`config.mk`:
```
export PLATFORM = sky130hd
export DESIGN_NAME = regfile_sb
export DESIGN_NICKNAME = d
export VERILOG_FILES = /design/src/rtl/regfile_pkg.sv /design/src/rtl/regfile_scoreboard.sv /design/src/rtl/regfile_sb.sv
export SDC_FILE = /design/constraint.sdc
export NUM_CORES = 2
export LEC_CHECK = 0
export CELL_PAD_IN_SITES_DETAIL_PLACEMENT = 0
export CELL_PAD_IN_SITES_GLOBAL_PLACEMENT = 1
export CORE_MARGIN = 4
export CORE_UTILIZATION = 40
export CTS_CLUSTER_SIZE = 14
export DETAILED_ROUTE_END_ITERATION = 10
export PLACE_DENSITY_LB_ADDON = 0.1
export SYNTH_ARGS = -nofsm -noshare
export SYNTH_HDL_FRONTEND = slang
export SYNTH_SLANG_ARGS = --single-unit
```
`constraint.sdc`:
```
create_clock -name clk -period 4.2 [get_ports clk]
set_input_delay 0.42 -clock clk [delete_from_list [all_inputs] [get_ports clk]]
set_output_delay 0.42 -clock clk [all_outputs]
set_load 0.03 [all_outputs]
```
`src/rtl/regfile_pkg.sv`:
```
// Shared constants and helpers for the scoreboarded register file.
// The parity helper is only referenced when REGFILE_PARITY_EN is defined.
package regfile_pkg;

    localparam int XLEN_D  = 32;
    localparam int NREGS_D = 32;
    localparam int X0      = 0;
    localparam int PAR_W   = 64;

    // Even parity: the stored bit makes the total count of ones even.
    function automatic logic parity(input logic [PAR_W-1:0] d);
        return ^d;
    endfunction

endpackage

```
`src/rtl/regfile_scoreboard.sv`:
```
// Busy-bit scoreboard: reserve at issue, release at writeback,
// plus an incrementally maintained count of busy registers.
module regfile_scoreboard
    import regfile_pkg::*;
#(
    parameter  int NREGS = NREGS_D,
    localparam int AW    = $clog2(NREGS)
) (
    input  logic          clk,
    input  logic          reset,
    input  logic [AW-1:0] rs1,
    input  logic [AW-1:0] rs2,
    input  logic [AW-1:0] rd,
    input  logic          regwrite,
    input  logic          rsv_en,
    input  logic [AW-1:0] rsv_rd,
    output logic          busy1,
    output logic          busy2,
    output logic [AW:0]   nbusy
);

    logic [NREGS-1:0] busy;
    logic rel;
    logic res;
    logic same;
    logic inc;
    logic dec;

    assign rel  = regwrite && (rd != AW'(X0));
    assign res  = rsv_en && (rsv_rd != AW'(X0));
    assign same = res && (rsv_rd == rd);
    assign inc  = res && !busy[rsv_rd];
    // A release cancelled by a same-edge reserve of the same register
    // leaves it busy, so it must not decrement the count.
    assign dec  = rel && busy[rd] && !same;

    always_ff @(posedge clk) begin
        if (reset) begin
            busy  <= '0;
            nbusy <= '0;
        end else begin
            if (rel)
                busy[rd] <= 1'b0;
            if (res)
                busy[rsv_rd] <= 1'b1;
            if (inc && !dec)
                nbusy <= nbusy + (AW+1)'(1);
            else if (dec && !inc)
                nbusy <= nbusy - (AW+1)'(1);
        end
    end

    assign busy1 = (rs1 != AW'(X0)) && busy[rs1]
                   && !(rel && (rd == rs1) && !(res && (rsv_rd == rs1)));
    assign busy2 = (rs2 != AW'(X0)) && busy[rs2]
                   && !(rel && (rd == rs2) && !(res && (rsv_rd == rs2)));

endmodule

```
`src/rtl/regfile_sb.sv`:
```
// Register file, 2R/1W, x0 hardwired, write bypass and busy scoreboard.
// Define REGFILE_PARITY_EN to add per-register parity and perr1/perr2.
module regfile_sb
    import regfile_pkg::*;
#(
    parameter  int XLEN   = XLEN_D,
    parameter  int NREGS  = NREGS_D,
    parameter  int BYPASS = 1,
    localparam int AW     = $clog2(NREGS)
) (
    input  logic            clk,
    input  logic            reset,
    input  logic [AW-1:0]   rs1,
    input  logic [AW-1:0]   rs2,
    output logic [XLEN-1:0] readdata1,
    output logic [XLEN-1:0] readdata2,
    output logic            busy1,
    output logic            busy2,
    input  logic [AW-1:0]   rd,
    input  logic [XLEN-1:0] writedata,
    input  logic            regwrite,
    input  logic            rsv_en,
    input  logic [AW-1:0]   rsv_rd,
    output logic [AW:0]     nbusy
`ifdef REGFILE_PARITY_EN
    ,
    output logic            perr1,
    output logic            perr2
`endif
);

    logic [XLEN-1:0] mem [NREGS];
    logic we;
    logic z1;
    logic z2;
    logic byp1;
    logic byp2;

    assign we   = regwrite && (rd != AW'(X0));
    assign z1   = (rs1 == AW'(X0));
    assign z2   = (rs2 == AW'(X0));
    assign byp1 = (BYPASS != 0) && regwrite && (rd == rs1);
    assign byp2 = (BYPASS != 0) && regwrite && (rd == rs2);

    always_ff @(posedge clk) begin
        if (reset) begin
            for (int i = 0; i < NREGS; i++)
                mem[i] <= '0;
        end else if (we) begin
            mem[rd] <= writedata;
        end
    end

    assign readdata1 = z1 ? '0 : (byp1 ? writedata : mem[rs1]);
    assign readdata2 = z2 ? '0 : (byp2 ? writedata : mem[rs2]);

`ifdef REGFILE_PARITY_EN
    logic par [NREGS];

    always_ff @(posedge clk) begin
        if (reset) begin
            for (int i = 0; i < NREGS; i++)
                par[i] <= 1'b0;
        end else if (we) begin
            par[rd] <= parity(PAR_W'(writedata));
        end
    end

    assign perr1 = !z1 && !byp1
                   && (par[rs1] != parity(PAR_W'(mem[rs1])));
    assign perr2 = !z2 && !byp2
                   && (par[rs2] != parity(PAR_W'(mem[rs2])));
`endif

    regfile_scoreboard #(
        .NREGS (NREGS)
    ) u_sb (
        .clk      (clk),
        .reset    (reset),
        .rs1      (rs1),
        .rs2      (rs2),
        .rd       (rd),
        .regwrite (regwrite),
        .rsv_en   (rsv_en),
        .rsv_rd   (rsv_rd),
        .busy1    (busy1),
        .busy2    (busy2),
        .nbusy    (nbusy)
    );

endmodule

```
==> flow_metrics.tcl <==
set metrics [dict create \
    status "finished clean" \
    yosys.area.top_type_share 0.528 \
    leakagePower_nw 23.7 \
    mappedNetlistArea_mm2 0.0583 \
    reg2reg_slack_ns 0.70 \
    instances_no_fill 6098 \
    detailroute.via_count 37300 \
    detail_route.wirelength_um 218000 \
    finish.instance_area_mm2 0.0679 \
    setup_viol 0 \
    finClkSkew_ns 0.00559 \
    synth_top_area_cell "edfxtp_1" \
    setup.worst_path.end_class "primary output" \
    ys.flop_type "edfxtp_1" \
    ys_seq_area_frac 0.541 \
    timing.final.crit_share 0.973 \
    clockBufferDepth 3 \
    top_cells_by_area_in_the_synthesized_netlist "edfxtp_1 (53%), mux4_2 (20%), and2_1 (11%), mux2i_1 (3.1%), a211oi_1 (2.6%)" \
    post_cts_repair_timing_setup_buffer_count 0 \
    rsz_0062_raised_after_global_routing "no" \
    cpMaxStageDelayCell "a211oi_1" \
    ioPinCount 128 \
    largest_family_of_logic_cells_by_synthesized_area "multiplexers" \
    synth_warnings 0 \
    synth-xor-area-share 0.00436 \
    clock_pin_slew_on_the_worst_setup_and_hold_paths_ns 0.06 \
    critical_path_peak_fanout 19 \
    r2r.worst_path.cells 11 \
    final.hold.worst_slack_ns 0.202 \
    die_width_um 390 \
    worst_margin_pin_slew_ns 1.30 \
    min_from "reset" \
    fp.dieH_um 390 \
    finalSetupTns_ns 0 \
    post_synth_and_or_nand_nor_area_fraction 0.131 \
    postPlaceCellArea_mm2 0.0643 \
    post_synth.cell_area_avg_um2 14.8 \
    synth_compound_area_frac 0.0548 \
    groute.usage.overall 0.286 \
    synth.area.mux_share 0.233 \
    gr-total-overflow 0 \
    achievable-frequency_ghz 0.245 \
    number_of_antenna_violations_at_the_first_check_in_global_routing 18 \
    async_reset_ff_frac 0 \
    min_delay_worst_type "in -> reg" \
    design.die.area_mm2 0.152 \
    crit_arrival_ns 3.67 \
    port_buffers 127 \
    power_per_cell_area_mw_per_mm2 394 \
    synthesis.instances 3949 \
    ir_drop_mv 0.318 \
    most_instantiated_cells_after_synthesis "edfxtp_1 (1024), and2_1 (1000), mux4_2 (524), clkbuf_1 (316), a211oi_1 (204)" \
    arithmetic_cell_share_of_the_synthesized_area_counting_full_adders_half_adders_and_majority_gates 0.00142 \
    rows 139 \
    yosys.cell_types.count 51 \
    hold_violations 0 \
    crit_path_start_kind "input port" \
    drt-vias-per-instance 6.11 \
    grt_max_degree 66 \
    insertion_delay_of_the_later_clocked_pin_in_the_worst_skew_pair_ns 0.74 \
    cts-htree-levels 3 \
    placedCellCount 5871 \
    layout.nets 4153 \
    slew_headroom 0.134 \
    routed_wire_length_per_instance_um 35.7 \
    synth.ff_latch_count 1062 \
    cts_inserted_buffers 121 \
    number_of_cells_on_the_worst_hold_path 2 \
    first_global_vias 38300 \
    areaGrowthSynthToFinish_pct 16.6 \
    critical_path.reg2reg.endpoint "u_sb.nbusy[5]" \
    grt_pass1_wl_um 305000 \
    worst-endpoint-required_ns 3.78 \
    path_class "in -> out" \
    detail_route.iter0.violations 4020 \
    whs_endpoint "u_sb.nbusy[0]" \
    number_of_nets_with_antenna_violations_after_detailed_routing 0 \
    cts_hold_repair.buffers 0 \
    clockRootBuffer "clkbuf_16" \
    slowest_delay_ns 0.98 \
    gp_routability_congestion 0.859 \
    layout_cell_share_with_drive_strength_beyond_1 0.268 \
    cts_tree "done" \
    timing.final.max_slew_violations 0 \
    yosys.cell_count.top_type "edfxtp_1" \
    clock_sink_count 1062 \
    finalWorstPathRequiredPeriod_ns 4.09 \
    max_cap_violations 0 \
    final_core_utilization 0.471 \
    drt_pre_antenna_iters 5 \
    ctsResizeCount 0 \
    r2r_start "u_sb.busy[18]" \
    crit_path_cell_trace "clkdlybuf4s50_1 > buf_4 > xnor2_1 > nand2_1 > o21ai_4 > buf_12 > a211oi_1 > a211o_1 > buf_4" \
    post-dp-hpwl_um 136000 \
    synth_enable_flop_cells 1024 \
    initial_utilization 0.404 \
    route.detailed.drc 0 \
    critPathMostFrequentCell "buf_4" \
    fp.coreArea_mm2 0.144 \
]
[routing by layer]
layer  routed length [um]  vias to the layer above  GRT usage
li1                     -                    15500          -
met1                91000                    19800      0.393
met2               104000                     1548      0.468
met3                15300                      346     0.0490
met4                 7450                        4     0.0878
met5                   25                        -          0
[power by group]
group,switching (mW),internal (mW)
clock,4.48,5.59
combinational,2.36,1.86
sequential,0.288,12.2
total,7.13,19.7
[layout make-up]
type | count | area (um2)
well taps | 1903 | 2380
diodes | 12 | 30.0
fillers | 12500 | 76200
flip-flops and latches | 1062 | 31500
clock buffers | 147 | 3160
repair buffers | 417 | 5000
clock inverters | 68 | 478
multi-input cells | 2450 | 25200
inverters | 39 | 146
[kinds of logic (layout without fill, tap and decap cells)]
kind of cell	after synthesis	in the layout
AOI/OAI and AO/OA	428	428
DFF	1062	1062
other	1	44
and+or+nand+nor	1252	1252
adders and majority gates	6	6
buffers and inverters	468	671
muxes	703	703
xor gates and xnor gates	29	29
[registers in the layout, indices dropped and copies added (netlist names)]
signal      cells
mem          1024
u_sb.nbusy      6
u_sb.busy      32
[metrics by stage]
step           setup WS (ns)  power (mW)
6_report               0.113        26.8
5_1_grt                0.102        27.6
2_1_floorplan          0.257        14.9
4_1_cts                0.170        26.9
3_3_place_gp         -0.0752        16.9
3_5_place_dp         -0.0237        16.9
[cells in the final DEF (no fill, tap or decap), types with 38 or more instances in the layout]
master              n
dfxtp_1            38
mux2i_1           178
a211oi_1          204
a211o_1            61
edfxtp_1         1024
clkbuf_16         122
buf_12            135
and2_1           1000
buf_4             222
mux4_2            524
clkdlybuf4s50_1    52
nor2b_1           116
[worst max-delay path, delay by kind of cell]
family                    cells  cell delay (ns)
xor gates and xnor gates      1             0.07
and+or+nand+nor               1             0.23
AOI/OAI and AO/OA             3             1.35
buffers and inverters         4             1.57
[worst max-delay path by stage]
stage | startpoint | to | slack, ns | cells after the start
6_report | rd[4] | readdata1[31] | 0.11 | 9
5_1_grt | rd[4] | readdata1[27] | 0.10 | 9
4_1_cts | rd[4] | readdata1[27] | 0.17 | 9
3_5_place_dp | rsv_rd[0] | u_sb.nbusy[5] | -0.02 | 13
3_3_place_gp | rsv_rd[0] | u_sb.nbusy[5] | -0.08 | 13
2_1_floorplan | rsv_rd[0] | u_sb.nbusy[5] | 0.26 | 13
No activity file was read; power rests on OpenSTA's default activity.
